==> src/rtl/risc16_cpu.sv <==
// risc16_cpu: multi-cycle 16-bit CPU (FETCH -> EXEC [-> MEM]) with a 16-entry
// register file and a single combinational-read external memory port.
// Optional build macro: R0_HARDWIRED_EN -- when defined, R0 reads as zero and
// writes to it are dropped; otherwise R0 is a normal register.
module risc16_cpu #(
  parameter logic [15:0] RESET_PC = 16'h0000
) (
  input  logic        clk,
  input  logic        rst,
  output logic        halted,
  output logic [15:0] mem_addr,
  input  logic [15:0] mem_rdata,
  output logic [15:0] mem_wdata,
  output logic        mem_we
);

  typedef enum logic [1:0] {S_FETCH, S_EXEC, S_MEM, S_HALT} state_t;

  localparam logic [3:0] OP_NOP  = 4'h0, OP_ADD = 4'h1, OP_SUB = 4'h2,
                         OP_AND  = 4'h3, OP_OR  = 4'h4, OP_XOR = 4'h5,
                         OP_SHL  = 4'h6, OP_SHR = 4'h7, OP_LDI = 4'h8,
                         OP_LD   = 4'h9, OP_ST  = 4'hA, OP_BEQ = 4'hB,
                         OP_JMP  = 4'hC, OP_ADDI = 4'hD, OP_HALT = 4'hF;

  state_t      state_q, state_d;
  logic [15:0] pc_q, pc_d;
  logic [15:0] ir_q, ir_d;
  logic        halted_q, halted_d;
  logic [15:0] regfile [0:15];

  logic        rf_we;
  logic [15:0] rf_wdata;

  // instruction fields
  logic [3:0]  op, rd, rs, rt;
  logic [15:0] imm4_sx, imm8_sx, imm8_zx, imm12_zx;
  assign op       = ir_q[15:12];
  assign rd       = ir_q[11:8];
  assign rs       = ir_q[7:4];
  assign rt       = ir_q[3:0];
  assign imm4_sx  = {{12{ir_q[3]}}, ir_q[3:0]};
  assign imm8_sx  = {{8{ir_q[7]}}, ir_q[7:0]};
  assign imm8_zx  = {8'h00, ir_q[7:0]};
  assign imm12_zx = {4'h0, ir_q[11:0]};

  // register read ports
  logic [15:0] rd_val, rs_val, rt_val;
`ifdef R0_HARDWIRED_EN
  assign rd_val = (rd == 4'h0) ? 16'h0000 : regfile[rd];
  assign rs_val = (rs == 4'h0) ? 16'h0000 : regfile[rs];
  assign rt_val = (rt == 4'h0) ? 16'h0000 : regfile[rt];
`else
  assign rd_val = regfile[rd];
  assign rs_val = regfile[rs];
  assign rt_val = regfile[rt];
`endif

  // effective address for LD/ST; wraps naturally at 16 bits
  logic [15:0] ea;
  assign ea = rs_val + imm4_sx;

  // memory port: MEM state addresses data, every other state addresses PC
  assign mem_addr  = (state_q == S_MEM) ? ea : pc_q;
  assign mem_we    = (state_q == S_MEM) && (op == OP_ST);
  assign mem_wdata = mem_we ? rd_val : 16'h0000;
  assign halted    = halted_q;

  // ALU result for register-writing EXEC instructions
  logic [15:0] alu_res;
  always_comb begin
    alu_res = 16'h0000;
    case (op)
      OP_ADD:  alu_res = rs_val + rt_val;
      OP_SUB:  alu_res = rs_val - rt_val;
      OP_AND:  alu_res = rs_val & rt_val;
      OP_OR:   alu_res = rs_val | rt_val;
      OP_XOR:  alu_res = rs_val ^ rt_val;
      OP_SHL:  alu_res = rs_val << rt_val[3:0];
      OP_SHR:  alu_res = rs_val >> rt_val[3:0];
      OP_LDI:  alu_res = imm8_zx;
      OP_ADDI: alu_res = rd_val + imm8_sx;
      default: alu_res = 16'h0000;
    endcase
  end

  // next-state, PC/IR update and register write selection
  always_comb begin
    state_d  = state_q;
    pc_d     = pc_q;
    ir_d     = ir_q;
    halted_d = halted_q;
    rf_we    = 1'b0;
    rf_wdata = alu_res;
    case (state_q)
      S_FETCH: begin
        ir_d    = mem_rdata;
        pc_d    = pc_q + 16'h0001;
        state_d = S_EXEC;
      end
      S_EXEC: begin
        state_d = S_FETCH;
        case (op)
          OP_ADD, OP_SUB, OP_AND, OP_OR, OP_XOR,
          OP_SHL, OP_SHR, OP_LDI, OP_ADDI: rf_we = 1'b1;
          OP_LD, OP_ST: state_d = S_MEM;
          OP_BEQ: if (rd_val == rs_val) pc_d = pc_q + imm4_sx;
          OP_JMP: pc_d = imm12_zx;
          OP_HALT: begin
            state_d  = S_HALT;
            halted_d = 1'b1;
          end
          default: ;  // NOP and reserved opcode
        endcase
      end
      S_MEM: begin
        state_d = S_FETCH;
        if (op == OP_LD) begin
          rf_we    = 1'b1;
          rf_wdata = mem_rdata;
        end
      end
      S_HALT: ;  // terminal until reset
      default: state_d = S_FETCH;
    endcase
`ifdef R0_HARDWIRED_EN
    if (rd == 4'h0) rf_we = 1'b0;
`endif
  end

  // control state registers
  always_ff @(posedge clk or posedge rst) begin
    if (rst) begin
      state_q  <= S_FETCH;
      pc_q     <= RESET_PC;
      ir_q     <= 16'h0000;
      halted_q <= 1'b0;
    end else begin
      state_q  <= state_d;
      pc_q     <= pc_d;
      ir_q     <= ir_d;
      halted_q <= halted_d;
    end
  end

  // register file write port
  always_ff @(posedge clk or posedge rst) begin
    if (rst) begin
      for (int i = 0; i < 16; i++) regfile[i] <= 16'h0000;
    end else if (rf_we) begin
      regfile[rd] <= rf_wdata;
    end
  end

endmodule

==> config.mk <==
export PLATFORM = sky130hd
export DESIGN_NAME = risc16_cpu
export DESIGN_NICKNAME = d
export VERILOG_FILES = /design/src/rtl/risc16_cpu.sv
export SDC_FILE = /design/constraint.sdc
export NUM_CORES = 1
export LEC_CHECK = 0
export ABC_CLOCK_PERIOD_IN_PS = 28100
export BUFFER_PORTS_ARGS = -buffer_cell sky130_fd_sc_hd__buf_2
export CAP_MARGIN = 5
export CORE_ASPECT_RATIO = 1.1
export CORE_MARGIN = 3
export CORE_UTILIZATION = 46
export CTS_BUF_LIST = sky130_fd_sc_hd__clkbuf_16
export DETAILED_ROUTE_END_ITERATION = 7
export GPL_TIMING_DRIVEN = 0
export SLEW_MARGIN = 20
export SYNTH_ARGS = -nofsm -noshare
export SYNTH_HDL_FRONTEND = slang
export SYNTH_SLANG_ARGS = --single-unit
==> constraint.sdc <==
create_clock -name clk -period 28.1 [get_ports clk]
set_clock_uncertainty 0.1 [all_clocks]
set_input_delay 5.62 -clock clk [delete_from_list [all_inputs] [get_ports clk]]
set_output_delay 5.62 -clock clk [all_outputs]
set_load 0.03 [all_outputs]
==> key figures <==
Yosys
  • Synth Flop Type: dfrtp_1
  • Syn Nets: 2367
  • Yosys warns: 0
  • Synth Area in Compound Gates: 0.163
  • Post-synthesis adder-cell area fraction: 0.0580
  • XOR/XNOR share of the synthesized area: 0.0305
  • Fraction of the yosys area taken by sequential cells: 0.317
  • Post-synthesis mux area share: 0.272
  • Cells after Synth: 2245
  • FF+latch count, synth: 291
  • Async SR Flop Fraction: 1.00
  • Netlist cell types: 80
  • Number of synthesized flops with an enable pin: 0
  • Synth Area in Simple Gates: 0.113
  • Avg Synthesized Cell Area: 10.2 um^2
  • Largest family of logic cells by synthesized area: multiplexers
  • Syn Std Cell Area: 23000 um^2

Clocking
  • Hold_buf cts: 0
  • Post-CTS Resized: 0
  • Clk pin slew, worst setup/hold paths: 0.06 ns
  • Total CTS buffers: 36
  • CTS tree: built
  • Skew-Pair Late Insertion Delay: 0.57 ns
  • # H-tree levels: 2
  • Clock sinks: 291
  • CTS root buf: clkbuf_16
  • Post-CTS Setup Bufs: 0
  • Clock tree buffer depth: 3

Critical path
  • Worst setup EP type: output port
  • Critical Path Slowest Stage Cell: clkbuf_1
  • Max incr delay on CP: 0.80 ns
  • Worst r2r dst: regfile[44]
  • Crit-path leading delay family: compound AO/OA/AOI/OAI gates
  • Worst Setup SP: ir_q[7]
  • Crit path capture: mem_addr[15]
  • Reg2reg setup slack: 19.84 ns
  • Crit Path Max Fanout: 10
  • Worst path buffer plus inverter count: 4
  • Worst Setup Path Type: reg -> out
  • CP arrival: 7.18 ns
  • CP required: 22.38 ns
  • Crit-path cells: clkbuf_1 > nor2b_1 > clkbuf_1 > buf_1 > a22oi_1 > nand2_1 > ha_1 > a21o_1 > a21oi_1 > o21a_1 > o21ai_0 > a41o_1 > o211a_1 > o21a_1 > o21ai_0 > nor2_1 > a311oi_1 > buf_2
  • Reg2reg path depth: 20
  • WP depth: 18
  • CP Launch Type: register
  • Reg2Reg Launch Point: ir_q[3]

Global route
  • Largest net degree at the start of global routing: 100
  • Initial antenna violation count: 0
  • Gr usage total: 0.359
  • Grt total ovfl: 0
  • First-pass GRT wire length: 137 mm
  • Vias in the first global route: 20000

Timing
  • Slew Viols, Final: 0
  • Final Cycle Share: 0.459
  • Fin crit period: 12.90 ns
  • Relative slew slack: 0.161
  • Final hold vios: 0
  • # setup viols final: 0
  • F_max: 77.5 MHz
  • Worst-margin pin slew: 1.26 ns
  • Setup tns final: 0 ns
  • RSZ-0062 raised after global routing: false

Routing
  • DRC viols: 0
  • DR vias: 20400
  • WL/cell: 31.6 um
  • Post-Route WL: 95.6 mm
  • First drt pass iteration count: 5
  • Routed Antenna Nets: 0
  • Via density: 6.76
  • Initial DRC Count: 2237

Floorplanning
  • Die footprint: 52600 um^2
  • Die Y: 240 um
  • Row count: 85
  • Core area: 49100 um^2
  • Die width: 219 um
  • Ports: 52
  • Initial Util: 0.467

Status
  • Status: finished, final reports clean

Placed design
  • DP HPWL: 72.5 mm
  • PortBufs: 51
  • GP Congestion: 0.991

Final layout
  • Commonest non-fill, non-tap cell in the layout: nor2_1
  • Fin nets: 2465
  • Multi-input gate area: 14700 um^2
  • Ant diodes: 0
  • Most frequent cells in the layout: nor2_1 (299), dfrtp_1 (290), a21oi_1 (279)
  • Fraction of layout cells with a size suffix above 1: 0.206
  • Fillers: 4556
  • P&R area growth vs syn: 10.5%
  • Register area: 7280 um^2

Worst hold path
  • Min-delay src: halted
  • Hold Crit Class: reg -> reg

Run
  • Max-Cap Viols: 0
[cells in the mapped netlist (all sizes together) (9+ instances only)]
cell	count	area, um^2
o211ai	10	75.1
mux4	190	4340
nand2b	23	144
and2	23	144
nor2	304	1140
a31oi	12	75.1
or2	9	56.3
a211oi	10	80.1
xnor2	49	429
a21oi	280	1410
inv	61	229
clkbuf	96	388
nor2b	12	75.1
mux2i	72	733
a22o	14	124
ha	100	1250
nor3	31	155
a22oi	69	518
o21a	10	75.1
a21o	13	97.6
a221oi	29	317
o22ai	9	56.3
dfrtp	291	7280
mux2	100	1160
o21ai	82	414
nand3	25	125
xor2	31	272
nand2	122	458
or3	11	68.8
buf	66	448
[worst min-delay path by stage]
| stage | cells after the start | end |
|---|---|---|
| detailed placement | 1 | halted |
| global placement | 1 | halted |
| finish | 1 | halted |
| CTS | 1 | halted |
| global route | 1 | halted |
| floorplan | 2 | state_q[1] |
[layout make-up]
class | instances | share of cell area
multi-input combinational | 1730 | 0.578
sequential | 291 | 0.287
buffer | 163 | 0.0335
clock buffer | 37 | 0.0365
clock inverter | 29 | 0.00883
tap | 652 | 0.0322
timing repair buffer | 60 | 0.0150
inverter | 61 | 0.00932
[through the flow]
stage,cell area (um^2),utilization,hold WS [ns],setup slack [ns],cells
after floorplan,23000,-,0.397,14.35,2245
after global placement,24000,0.489,0.349,10.98,2948
after detailed placement,24200,0.492,0.353,16.07,2953
after CTS,25300,0.516,0.368,15.44,3019
after global routing,25400,0.516,0.394,15.14,3023
final,25400,0.516,0.370,15.20,3023
[logic make-up after synthesis]
group                    count (synthesis)
AO/OA/AOI/OAI                          594
XOR/XNOR                                80
adder cells (fa/ha/maj)                104
buffers and inverters                  224
flip-flops                             291
multiplexers                           362
AND/OR/NAND/NOR                        590
[sequential cells by signal, indices dropped and copies added (netlist names)]
signal   flops
halted       1
pc_q        16
ir_q        16
state_q      2
regfile    256
[layer usage]
metal	vias to the layer above	global-route usage	share of wire
li1	8639	-	-
met1	10300	0.448	0.38
met2	1236	0.577	0.46
met3	282	0.0935	0.10
met4	0	0.188	0.062
met5	-	0	0
[worst reg2reg max path: stages, from the launching register on]
cell and delay, ns:
dfrtp_2 0.82, buf_4 0.33, clkbuf_1 0.93, o21ai_0 0.38, nand2b_1 0.43, clkbuf_1 0.54
clkbuf_1 0.58, nand3_1 0.23, nand2b_1 0.16, xnor2_1 0.08, ha_1 0.28, or2_2 0.33
o41ai_1 0.85, o211ai_1 0.23, o211ai_1 0.20, xor2_1 0.31, o22ai_1 0.13, a2111oi_0 0.30
nand2_1 0.33, clkbuf_1 0.31, mux2_2 0.32
Power is left out: the tool's default activity adds up to more than one toggle a clock period on the data nets, which glitch-free logic cannot reach.
